<file path="src/rtl/sync_fifo_param.sv">
// Parametrised single-clock FIFO with occupancy count, almost-full/empty thresholds,
// sticky overflow/underflow flags and a selectable first-word-fall-through read port.
module sync_fifo_param #(
  parameter int WIDTH     = 8,
  parameter int DEPTH     = 16,
  parameter int AF_THRESH = 12,
  parameter int AE_THRESH = 4,
  parameter int FWFT      = 0
) (
  input  logic                       clk,
  input  logic                       rst,
  input  logic [WIDTH-1:0]           d,
  input  logic                       we,
  input  logic                       re,
  input  logic                       err_clr,
  output logic [WIDTH-1:0]           out,
  output logic                       empty,
  output logic                       full,
  output logic                       almost_empty,
  output logic                       almost_full,
  output logic [$clog2(DEPTH+1)-1:0] count,
  output logic                       overflow,
  output logic                       underflow
);
  localparam int AW = (DEPTH > 1) ? $clog2(DEPTH) : 1;
  localparam int CW = $clog2(DEPTH + 1);

  logic [WIDTH-1:0] r_mem [DEPTH];
  logic [AW-1:0]    r_wr_ptr;
  logic [AW-1:0]    r_rd_ptr;
  logic [CW-1:0]    r_count;
  logic             r_overflow;
  logic             r_underflow;

  logic w_empty;
  logic w_full;
  logic w_rd_ok;
  logic w_wr_ok;

  // Handshake: we/re are requests sampled on every rising edge; a request is
  // accepted (wr_ok/rd_ok) only when the registered occupancy allows it, and a
  // refused request is never retried -- it only raises the matching sticky flag.
  assign w_empty = (r_count == '0);
  assign w_full  = (r_count == CW'(DEPTH));
  assign w_rd_ok = re & ~w_empty;
  assign w_wr_ok = we & (~w_full | w_rd_ok);

  // Storage is deliberately left out of reset.
  always_ff @(posedge clk) begin
    if (w_wr_ok) begin
      r_mem[r_wr_ptr] <= d;
    end
  end

  always_ff @(posedge clk or negedge rst) begin
    if (!rst) begin
      r_wr_ptr    <= '0;
      r_rd_ptr    <= '0;
      r_count     <= '0;
      r_overflow  <= 1'b0;
      r_underflow <= 1'b0;
    end else begin
      if (w_wr_ok) begin
        r_wr_ptr <= r_wr_ptr + AW'(1);
      end
      if (w_rd_ok) begin
        r_rd_ptr <= r_rd_ptr + AW'(1);
      end
      case ({w_wr_ok, w_rd_ok})
        2'b10:   r_count <= r_count + CW'(1);
        2'b01:   r_count <= r_count - CW'(1);
        default: r_count <= r_count;
      endcase
      // A fresh error in the same cycle as err_clr keeps the flag set.
      if (we & ~w_wr_ok) begin
        r_overflow <= 1'b1;
      end else if (err_clr) begin
        r_overflow <= 1'b0;
      end
      if (re & ~w_rd_ok) begin
        r_underflow <= 1'b1;
      end else if (err_clr) begin
        r_underflow <= 1'b0;
      end
    end
  end

  generate
    if (FWFT != 0) begin : g_fwft
      assign out = w_empty ? '0 : r_mem[r_rd_ptr];
    end else begin : g_std
      logic [WIDTH-1:0] r_out;
      always_ff @(posedge clk or negedge rst) begin
        if (!rst) begin
          r_out <= '0;
        end else if (w_rd_ok) begin
          r_out <= r_mem[r_rd_ptr];
        end
      end
      assign out = r_out;
    end
  endgenerate

  assign empty        = w_empty;
  assign full         = w_full;
  assign almost_empty = (r_count <= CW'(AE_THRESH));
  assign almost_full  = (r_count >= CW'(AF_THRESH));
  assign count        = r_count;
  assign overflow     = r_overflow;
  assign underflow    = r_underflow;
endmodule

</file>
<file path="config.mk">
export PLATFORM = sky130hd
export DESIGN_NAME = sync_fifo_param
export DESIGN_NICKNAME = d
export VERILOG_FILES = /design/src/rtl/sync_fifo_param.sv
export SDC_FILE = /design/constraint.sdc
export NUM_CORES = 1
export LEC_CHECK = 0
export CAP_MARGIN = 20
export CORE_MARGIN = 5
export CORE_UTILIZATION = 34
export CTS_BUF_LIST = sky130_fd_sc_hd__clkbuf_2
export DETAILED_ROUTE_END_ITERATION = 10
export GPL_ROUTABILITY_DRIVEN = 0
export PLACE_DENSITY_LB_ADDON = 0.25
export SETUP_SLACK_MARGIN = 0.1
export SLEW_MARGIN = 20
export SYNTH_ARGS = -nofsm -noshare
export SYNTH_HDL_FRONTEND = slang
export SYNTH_SLANG_ARGS = --single-unit
</file>
<file path="constraint.sdc">
create_clock -name clk -period 3.1 [get_ports clk]
set_input_delay 0.62 -clock clk [delete_from_list [all_inputs] [get_ports clk]]
set_output_delay 0.62 -clock clk [all_outputs]
set_load 0.01 [all_outputs]
</file>
==> reports/metrics.yaml <==
outcome: "finished, final reports clean"
die_w_microns: 144
cp.arrival_ns: 3.44
layout-drive-gt1-share: 0.243
rrSetupSlack_ns: 0.30
die-area_sq_mm: 0.0206
finalInstanceArea_sq_mm: 0.00696
power.density_mw_per_mm2: 836
swShare: 0.326
coreArea_sq_mm: 0.0174
power.internal_uw: 3920
place_hpwl_microns: 7740
synth.largest_area_cell: "edfxtp_1"
crit_type: "reg2reg"
drt_wl_total_microns: 12000
clockPowerShare: 0.189
skew_ns: 0.0436
drt-initial-drc-count: 281
cap_violations: 0
ys_async_sr_fraction: 0.152
postCtsHoldBufs: 0
p_sw_uw: 1890
initial_utilization: 0.349
drc: 0
placed_cell_area_sq_mm: 0.00670
globalRouteOverflowTotal: 0
yosys-top-cells-area: "edfxtp_1 (63%), mux4_2 (12%), dfrtp_1 (9.5%), mux2i_1 (2.6%), ha_1 (1.9%)"
synthesis.area_sq_mm: 0.00607
grt_pass1_vias: 3112
num-fill-cells: 1578
p_seq_frac: 0.471
fin_total_pwr_uw: 5820
finalHoldViolCount: 0
slew_viol_final: 0
ys_warn_count: 0
min_period_ns: 2.80
synth_top_area_share: 0.633
setup_violations: 0
synth_edf_count: 128
tns_ns: 0
syn_area_per_cell_sq_um: 19.6
syn-num-nets: 333
hold_class: "in2async"
layout_commonest_cell: "edfxtp_1"
grt_pass1_wl_microns: 18700
relSlewSlack: 0.527
synthCells: 310
place_inst: 566
whs_ns: 0.234
clk_root_buffer_cell: "clkbuf_2"
wl_per_cell_microns: 20.0
cp_data_required_time_ns: 3.74
seq_area_frac_synth: 0.728
comb_power_share: 0.340
via_count: 2942
ys_types: 38
mostFrequentLayoutCells: "edfxtp_1 (128), mux4_2 (32), clkdlybuf4s50_1 (29)"
cts.clk_slew.worst_paths_ns: 0.23
start_kind: "register"
clk_latency_ns: 0.72
drtPass1Iterations: 4
antenna_found_initial: 1
ant_nets: 0
h-tree-depth: 4
worstPathMaxFanout: 7
final-instance-count-excl-fill: 601
power_leakage_uw: 0.00238
fin_nets: 385
rows: 48
worst_slew_pin_slew_ns: 0.709
vias_per_cell: 4.90
port_buffers: 31
timing.final.crit_share: 0.903
syn_to_final_growth_pct: 14.6
grt_usage: 0.126
die_h_microns: 144
crit_path_end_kind: "register"
cts_tree: "done"
synthFlopType: "edfxtp_1"
cts_made_buffers: 17
ys_ff_latch: 151
vdd_drop_max_v: 0.000349
grt_setup_unrepaired: "no"
grt_max_degree: 27
fmax_mhz: 357
io_pins: 32
cts_sinks: 151
clock_path_buffers: 2
## cells by family (layout without fill, tap and decap cells)
| family | count (synthesis) | after routing | synth area share |
|---|---|---|---|
| flops | 151 | 151 | 0.728 |
| simple gates | 50 | 50 | 0.0447 |
| mux | 49 | 49 | 0.147 |
| compound gates | 21 | 21 | 0.0284 |
| buf+inv | 19 | 84 | 0.0159 |
| fa+ha+maj | 10 | 10 | 0.0218 |
| xor+xnor | 10 | 10 | 0.0144 |
| other cells | 0 | 1 | 0 |
## state kept, by name, summed over array words and instances (netlist names)
name       cells
r_mem        128
out            8
count          5
r_rd_ptr       4
r_wr_ptr       4
overflow       1
underflow      1
## repair_timing
item                                    4_1_cts  5_1_grt
buffers inserted                              2        0
resized for setup                             4        0
endpoints found under the setup margin        2        0
## per-stage QoR
step,utilization,setup WS [ns]
4_1_cts,0.399,0.204
3_5_place_dp,0.385,0.107
6_report,0.399,0.302
2_1_floorplan,-,0.377
5_1_grt,0.399,0.111
3_3_place_gp,0.385,0.157
## Yosys cell counts (all sizes together) (2+ instances only)
cell and n:
a22o 2, o21ai 4, and2 16, mux4 32
mux2i 16, a21oi 2, xnor2 9, nor3 3
edfxtp 128, clkbuf 3, nor2b 2, inv 6
o221ai 7, nand2 18, nor2 4, nor3b 2
nand4 2, dfrtp 23, a21o 2, ha 9
buf 10
## power groups by stage
stage	registers, uW	logic (uW)	clock network, uW
after global routing	2780	2150	1220
after detailed placement	2800	1990	0
after CTS	2750	2030	1140
after floorplan	2730	1320	0
final	2740	1980	1100
after global placement	2800	1970	0
## worst paths after layout
kind                                 end  cells past startpoint     start
worst max-delay path            count[4]                      9  count[1]
worst min-delay path              out[2]                      2       rst
worst max register to register  count[4]                      9  count[1]
worst min register to register    out[0]                      2    out[0]
max in group asynchronous       count[1]                      2       rst
min in group clk                overflow                      3   err_clr
## area by class of cell
| cell class | instances | area (sq um) | share of cell area |
|---|---|---|---|
| antenna | 1 | 2.50 | 0.000360 |
| clock buffer | 18 | 90.1 | 0.0129 |
| clock inverter | 14 | 150 | 0.0216 |
| inverter | 6 | 22.5 | 0.00324 |
| multi-input combinational | 140 | 1560 | 0.224 |
| sequential | 151 | 4420 | 0.635 |
| tap | 225 | 282 | 0.0405 |
| timing repair buffer | 46 | 433 | 0.0622 |
## worst max-delay path: stages (launching register included)
cell and delay [ns]:
dfrtp_2 0.44, or4_4 0.57, o31a_4 0.34, inv_2 0.09
ha_1 0.27, ha_1 0.31, a21o_1 0.19, a21oi_1 0.17
mux2i_1 0.23, xnor2_1 0.14
## layer usage
metal	vias up	wire (microns)	GRT usage
met4	0	168	0.0476
met3	13	473	0.0309
met5	-	0	0
met2	51	6060	0.206
li1	1338	-	-
met1	1540	5310	0.165
No activity file was read; power rests on OpenSTA's default activity.
